## config.mk

```make
export PLATFORM = sky130hd
export DESIGN_NAME = board_scanner
export DESIGN_NICKNAME = d
export VERILOG_FILES = /design/src/rtl/board_scanner.sv
export SDC_FILE = /design/constraint.sdc
export NUM_CORES = 1
export LEC_CHECK = 0
export ABC_AREA = 1
export BUFFER_PORTS_ARGS = -buffer_cell sky130_fd_sc_hd__buf_2
export CAP_MARGIN = 30
export CORE_MARGIN = 2
export CORE_UTILIZATION = 50
export DETAILED_ROUTE_END_ITERATION = 10
export PLACE_DENSITY = 0.83
export SLEW_MARGIN = 20
export SYNTH_ARGS = -nofsm -noshare
export SYNTH_HDL_FRONTEND = slang
export SYNTH_SLANG_ARGS = --single-unit
```

## constraint.sdc

```tcl
create_clock -name CLOCK_50 -period 1.6 [get_ports CLOCK_50]
set_input_delay 0.24 -clock CLOCK_50 [delete_from_list [all_inputs] [get_ports CLOCK_50]]
set_output_delay 0.24 -clock CLOCK_50 [all_outputs]
set_load 0.05 [all_outputs]
```

## src/rtl/board_scanner.sv

```systemverilog
// Sweeps the board RAM read port in x-inner scan order on each rising edge of start and
// streams one (x, y, colour) plot per cell to the VGA adapter, one cell per clock.
module board_scanner #(
  parameter int X_CELLS    = 160,
  parameter int Y_CELLS    = 120,
  parameter int RD_LATENCY = 1
) (
  input  logic        CLOCK_50,
  input  logic        reset,
  input  logic        start,
  output logic [14:0] rd_address,
  input  logic [2:0]  rd_q,
  output logic [7:0]  x,
  output logic [6:0]  y,
  output logic [2:0]  colour,
  output logic        plot,
  output logic        busy,
  output logic        done
);

  typedef enum logic [1:0] {S_IDLE, S_SCAN, S_FLUSH, S_DONE} state_e;

  localparam int             FW         = $clog2(RD_LATENCY + 2);
  localparam logic [7:0]     X_LAST     = 8'(X_CELLS - 1);
  localparam logic [6:0]     Y_LAST     = 7'(Y_CELLS - 1);
  localparam logic [FW-1:0]  FLUSH_LAST = FW'(RD_LATENCY);

  state_e          state_q, state_d;
  logic            start_q;
  logic [7:0]      x_cnt_q, x_cnt_d;
  logic [6:0]      y_cnt_q, y_cnt_d;
  logic [FW-1:0]   flush_q, flush_d;
  logic            trigger;
  logic            last_cell;

  // Address/valid pipeline that tracks the RAM read latency.
  logic            vld_q  [RD_LATENCY];
  logic [14:0]     addr_q [RD_LATENCY];

  logic [7:0]      x_q;
  logic [6:0]      y_q;
  logic [2:0]      colour_q;
  logic            plot_q;

  assign trigger   = start & ~start_q;
  assign last_cell = (x_cnt_q == X_LAST) && (y_cnt_q == Y_LAST);

  always_comb begin
    // NOTE: every signal gets a default first so no path through the case infers a latch.
    state_d = state_q;
    x_cnt_d = x_cnt_q;
    y_cnt_d = y_cnt_q;
    flush_d = flush_q;
    unique case (state_q)
      S_IDLE: begin
        if (trigger) begin
          state_d = S_SCAN;
          x_cnt_d = '0;
          y_cnt_d = '0;
        end
      end
      S_SCAN: begin
        if (last_cell) begin
          state_d = S_FLUSH;
          flush_d = '0;
        end else if (x_cnt_q == X_LAST) begin
          x_cnt_d = '0;
          y_cnt_d = y_cnt_q + 7'd1;
        end else begin
          x_cnt_d = x_cnt_q + 8'd1;
        end
      end
      S_FLUSH: begin
        if (flush_q == FLUSH_LAST) state_d = S_DONE;
        else                       flush_d = flush_q + FW'(1);
      end
      S_DONE:  state_d = S_IDLE;
      default: state_d = S_IDLE;
    endcase
  end

  // NOTE: sequential state uses non-blocking assignments so every register samples pre-edge values.
  always_ff @(posedge CLOCK_50) begin
    if (reset) begin
      state_q <= S_IDLE;
      start_q <= 1'b0;
      x_cnt_q <= '0;
      y_cnt_q <= '0;
      flush_q <= '0;
    end else begin
      state_q <= state_d;
      start_q <= start;
      x_cnt_q <= x_cnt_d;
      y_cnt_q <= y_cnt_d;
      flush_q <= flush_d;
    end
  end

  // NOTE: the pipeline arrays are cleared on reset so no stale valid bit can emit a plot afterwards.
  always_ff @(posedge CLOCK_50) begin
    if (reset) begin
      for (int i = 0; i < RD_LATENCY; i++) begin
        vld_q[i]  <= 1'b0;
        addr_q[i] <= '0;
      end
      x_q      <= '0;
      y_q      <= '0;
      colour_q <= '0;
      plot_q   <= 1'b0;
    end else begin
      vld_q[0]  <= (state_q == S_SCAN);
      addr_q[0] <= {x_cnt_q, y_cnt_q};
      for (int i = 1; i < RD_LATENCY; i++) begin
        vld_q[i]  <= vld_q[i-1];
        addr_q[i] <= addr_q[i-1];
      end
      plot_q <= vld_q[RD_LATENCY-1];
      if (vld_q[RD_LATENCY-1]) begin
        x_q      <= addr_q[RD_LATENCY-1][14:7];
        y_q      <= addr_q[RD_LATENCY-1][6:0];
        colour_q <= rd_q;
      end
    end
  end

  assign rd_address = {x_cnt_q, y_cnt_q};
  assign x          = x_q;
  assign y          = y_q;
  assign colour     = colour_q;
  assign plot       = plot_q;
  assign busy       = (state_q == S_SCAN) || (state_q == S_FLUSH);
  assign done       = (state_q == S_DONE);

endmodule

```

Word level (Yosys, flattened, before mapping)
Memories as Yosys holds them, arrays and structs flattened. A register that Yosys moved wholly into a read port is not among the register bits.
Index checks and enable logic that the tools add are counted.
Storage, ports and cells
  register bits: 24
  bits in latches: 0
  bits in writable memories: 16
  bits in read-only memories: 0
  bits of input ports: 6
  output and inout port bits: 36
  logic and storage cells: 59
  memories: 2
Operators by class
  add/subtract/negate cells: 3
  $mul: 0
  divide/modulo/power cells: 0
  order comparisons: 0
  equal/unequal tests: 12
  shift operators: 0
  mux-type cells: 22
  bitwise operators: 2
  reductions and logical operators: 11
Memory list
  addr_q: depth 1, bits a word 15, read ports 1, clocked after memory_dff 1, wr ports 1, line 38  | logic [14:0] addr_q [RD_LATENCY];
  vld_q: depth 1, bits a word 1, read ports 1, clocked after memory_dff 0, wr ports 1, line 37  | logic vld_q [RD_LATENCY];
Operators with widths (count)
  8-bit 2-to-1 mux: 3
  7-bit 2-to-1 mux: 3
  8-bit case mux with 2 select lines: 1
  15-bit 2-to-1 mux: 1
  15-bit OR reduction: 1
  7-bit case mux with 2 select lines: 1
  2-bit != test (second input constant): 6
  2-bit 2-to-1 mux: 5
  3-bit AND reduction: 3
  8-bit by 1-bit adder with 8-bit output (second input constant): 1
  8-bit == test (second input constant): 1
  2-bit case mux with 4 select lines: 1
  7-bit by 1-bit adder with 7-bit output (second input constant): 1
  7-bit == test (second input constant): 1
  1-bit 2-to-1 mux: 6
  2-bit by 1-bit == test with 1-bit output (second input constant): 2
  2-bit == test (second input constant): 2
  2-bit case mux with 2 select lines: 1
  4-bit AND reduction: 1
  2-bit nonzero test: 2
  2-bit by 1-bit adder with 2-bit output (second input constant): 1
  2-bit logical NOT: 1
  1-bit bitwise AND: 1
  1-bit logical AND: 1
  3 further kinds: 3

Depth between registers and ports, before layout
  depth after elaboration: 4
  mapped depth: 10
  depth with buffers taken out: 10

Worst setup path after synthesis
Ideal clock, no wire load.
  path type: register to register
  start point: register x_cnt_q[0]
  end point: register y_cnt_q[5]
  library setup time: 0.117 ns
  arrival: 1.772 ns
  data required time: 1.483 ns
  slack: -0.289 ns
  cell stages (with the launch flop): 10
  path buffers: 1
  clock period less this slack: 1.889 ns
  cell sequence: dfxtp_1 -> ha_1 -> nand3_2 -> clkinv_1 -> nand2_4 -> nand2_4 -> nand3_4 -> buf_6 -> a21oi_1 -> nor2_1
Between the ends
  cells in the longest elaborated chain, start to end: 4
  elaborated cells on any way between the ends: 5
  classes of those cells: 3 x eq/ne; 2 x reduce/logical
RTL lines
  start, declared: line 30  | logic [7:0] x_cnt_q, x_cnt_d;
  start signal, assigned: line 93  | x_cnt_q <= x_cnt_d;
  8-bit == test (*): line 46, 66
  1-bit logical AND: line 46  | assign last_cell = (x_cnt_q == X_LAST) && (y_cnt_q == Y_LAST);
  2-bit != test (no line)
  4-bit AND reduction (no line) (*)
  end signal, assigned: line 94  | y_cnt_q <= y_cnt_d;
  end, declared: line 31  | logic [6:0] y_cnt_q, y_cnt_d;
Every way passes the cells marked *; elsewhere a longest branch is shown, timed or not.
A chain may end at the register's enable or synchronous reset.

Final worst setup path
  start point: register y_cnt_q[1]
  end point: register x_cnt_q[0]
Between the ends
  cells in the longest elaborated chain, start to end: 4
RTL lines (line)
  7-bit == test: 46
  1-bit logical AND: 46
  2-bit != test (no line)
  3-bit AND reduction (no line)
No other way between the ends.

==> flow_summary.toml <==
[critical_path]
crit_required_ns = 1.80
slowest_delay_ns = 0.38
critical_path_class = "flop to flop"
cp-end-kind = "flop"
crit_family = "simple AND/OR/NAND/NOR gates"
slowest_stage = "dfxtp_2"
crit_top_cell = "nand3_1"
crit_arrival_ns = 1.75
crit_fanout = 7
startpoint_type = "flop"
reg2reg_slack_ns = 0.05
cp_cell_sequence = "ha_1 > nand3_1 > o21ai_2 > nand3_2 > nand3_1 > a21oi_1"
path_buf_inv = 0

[pwr]
power_frac_seq = 0.362
p_int_mw = 2.682
p_sw_mw = 2.191
power_frac_comb = 0.468
p_clk_frac = 0.170
leakagePower_nw = 1.401
p_per_area_nw_per_um2 = 1680
peakVddDrop_v = 0.0009917
swShare = 0.4497

[floorplan]
core-area_um2 = 4692
dieArea_um2 = 5399
io_pins = 42
row_count = 25
fp.dieH_um = 73.48
die_w_um = 73.48
start_util = 0.5144

[route]
wl_mm = 5.206
first_pass_iters = 4
antenna_left = 0
routedWlPerCell_um = 12.08
drcViolationCount = 0
vias = 2184
first_iter_violations = 126
vias_per_cell = 5.067

[global_routing]
grt_use_total = 0.1853
grt_pass1_wl_mm = 7.893
grt_antenna_before_repair = 0
grt_start_max_net_pins = 21
grt_pass1_vias = 1816
overflow = 0

[cts]
cts_tree = "done"
cts_root_buf = "clkbuf_8"
cts_hold_buf = 0
ctsLongestPathBuffers = 2
htreeDepth = 2
path_clk_slew_ns = 0.10
clk_latency_ns = 0.30
cts_sinks = 55
numCtsBuffers = 5

[placed_design]
io_buffers = 41
place_congestion = 0.9018
dpl_worst_slack_ns = 0.03981
dp_hpwl_mm = 3.486

[synth]
synth-main-ff-cell = "dfxtp_1"
yosys.area.top_type = "dfxtp_1"
ys_ff_latch = 55
synth_nets = 342
synth-edff-count = 0
avgSynthCellArea_um2 = 7.358
synth.top_cell.area_share = 0.4562
synth_area_um2 = 2414
syn_inst = 328
yosysMostFrequentCell = "nor2_1"
synthTopCellsByCount = "nor2_1 (80), dfxtp_1 (55), nand2_1 (53), inv_1 (31), nand3_1 (25)"
ys.warnings.count = 0
ys_async_sr_fraction = 0
yosysSeqAreaShare = 0.4562
ys_top_cells_by_area = "dfxtp_1 (46%), nor2_1 (12%), nand2_1 (8.2%)"
yosysUniqueCellTypes = 26

[layout]
drive_gt1_frac = 0.2653
multi_input_area_um2 = 1177
n_fill_cell = 417
area_growth_pct = 20.17
n_antenna_cell = 0
nets = 391
final-seq-area_um2 = 1121

[sta]
rsz0062_at_grt = "true"
slew_headroom = 0.6892
max_freq_ghz = 0.6455
tightest_slew_ns = 0.4634
drv_slew = 0
clock_skew_ns = 0.006470
worst_slack_ns = 0.05078
setup_violations = 0
hold_violations = 0
holdWs_ns = 0.1513
period_needed_ns = 1.549
fin_crit_sh = 0.9683

[job]
maxCapViolCount = 0

[outcome]
status = "completed"

[min_path]
hp-class = "input pin to flop"
==> worst paths after layout <==
path,depth (start not counted),startpoint,to
worst max register to register,6,y_cnt_q[1],x_cnt_q[0]
worst min-delay path,3,rd_q[2],colour[2]
worst max-delay path,6,y_cnt_q[1],x_cnt_q[0]
worst min register to register,2,addr_q[0][11],x[4]
==> through the flow <==
stage                     setup TNS [ns]  cells  power (mW)  area (µm²)    util
final                                  0    431       4.873        2900  0.6181
after global routing            -0.07066    431       5.181        2900  0.6181
after CTS                              0    427       4.695        2814  0.5997
after detailed placement               0    420       3.864        2710  0.5776
after global placement                 0    420       3.824        2710  0.5776
after floorplan                        0    328       3.448        2432       -
==> cell type report <==
type | count | share of cell area
clock buffer | 6 | 0.03236
tap | 54 | 0.02330
multi-input combinational | 228 | 0.4060
sequential | 55 | 0.3865
clock inverter | 1 | 0.002588
inverter | 34 | 0.04400
timing repair buffer | 53 | 0.1053
==> tightest hold or removal path, delay by kind of cell <==
family | cells | cell delay [ns]
buffers and inverters | 1 | 0.07
and+or+nand+nor | 2 | 0.11
==> registers in the layout, indices dropped and copies added, names as in the netlist <==
name,cells
addr_q,15
x,8
x_cnt_q,8
y,7
y_cnt_q,7
colour,3
flush_q,2
state_q,2
plot,1
start_q,1
vld_q,1
==> routing by layer <==
| layer | GRT usage | part of all wire | vias up |
|---|---|---|---|
| li1 | - | - | 1134 |
| met1 | 0.2319 | 0.44 | 960 |
| met2 | 0.3016 | 0.48 | 78 |
| met3 | 0.04664 | 0.057 | 12 |
| met4 | 0.07879 | 0.024 | 0 |
| met5 | 0 | 0 | - |
==> cell families after synthesis <==
| family | Yosys count | synth area share |
|---|---|---|
| buf+inv | 47 | 0.08191 |
| flops | 55 | 0.4562 |
| simple gates | 177 | 0.3292 |
| compound gates | 41 | 0.09124 |
| fa+ha+maj | 8 | 0.04147 |
==> what timing repair did <==
action / in CTS / in global routing
gates cloned: 0 / 2
endpoints found under the setup margin: 1 / 20
setup buffers: 0 / 2
resized for setup: 1 / 17
pin swaps: 0 / 2
==> cell usage in the layout, fill, tap and decap left out, drive strengths merged <==
cell type / instances
clkinv: 1
clkinvlp: 1
dfxtp: 55
o21ai: 24
nand3: 32
nor3b: 3
nor2: 81
clkbuf: 6
a21oi: 18
or2: 1
nand4: 4
nand2: 57
ha: 8
buf: 53
inv: 33
==> power groups by stage <==
stage | Combinational [mW] | Sequential [mW] | Clock [mW]
finish | 2.28 | 1.76 | 0.828
global route | 2.48 | 1.79 | 0.909
CTS | 2.12 | 1.74 | 0.837
detailed placement | 2.09 | 1.77 | 0
global placement | 2.06 | 1.76 | 0
floorplan | 1.16 | 2.29 | 0
Note: power is estimated with default switching activity, not from simulation.
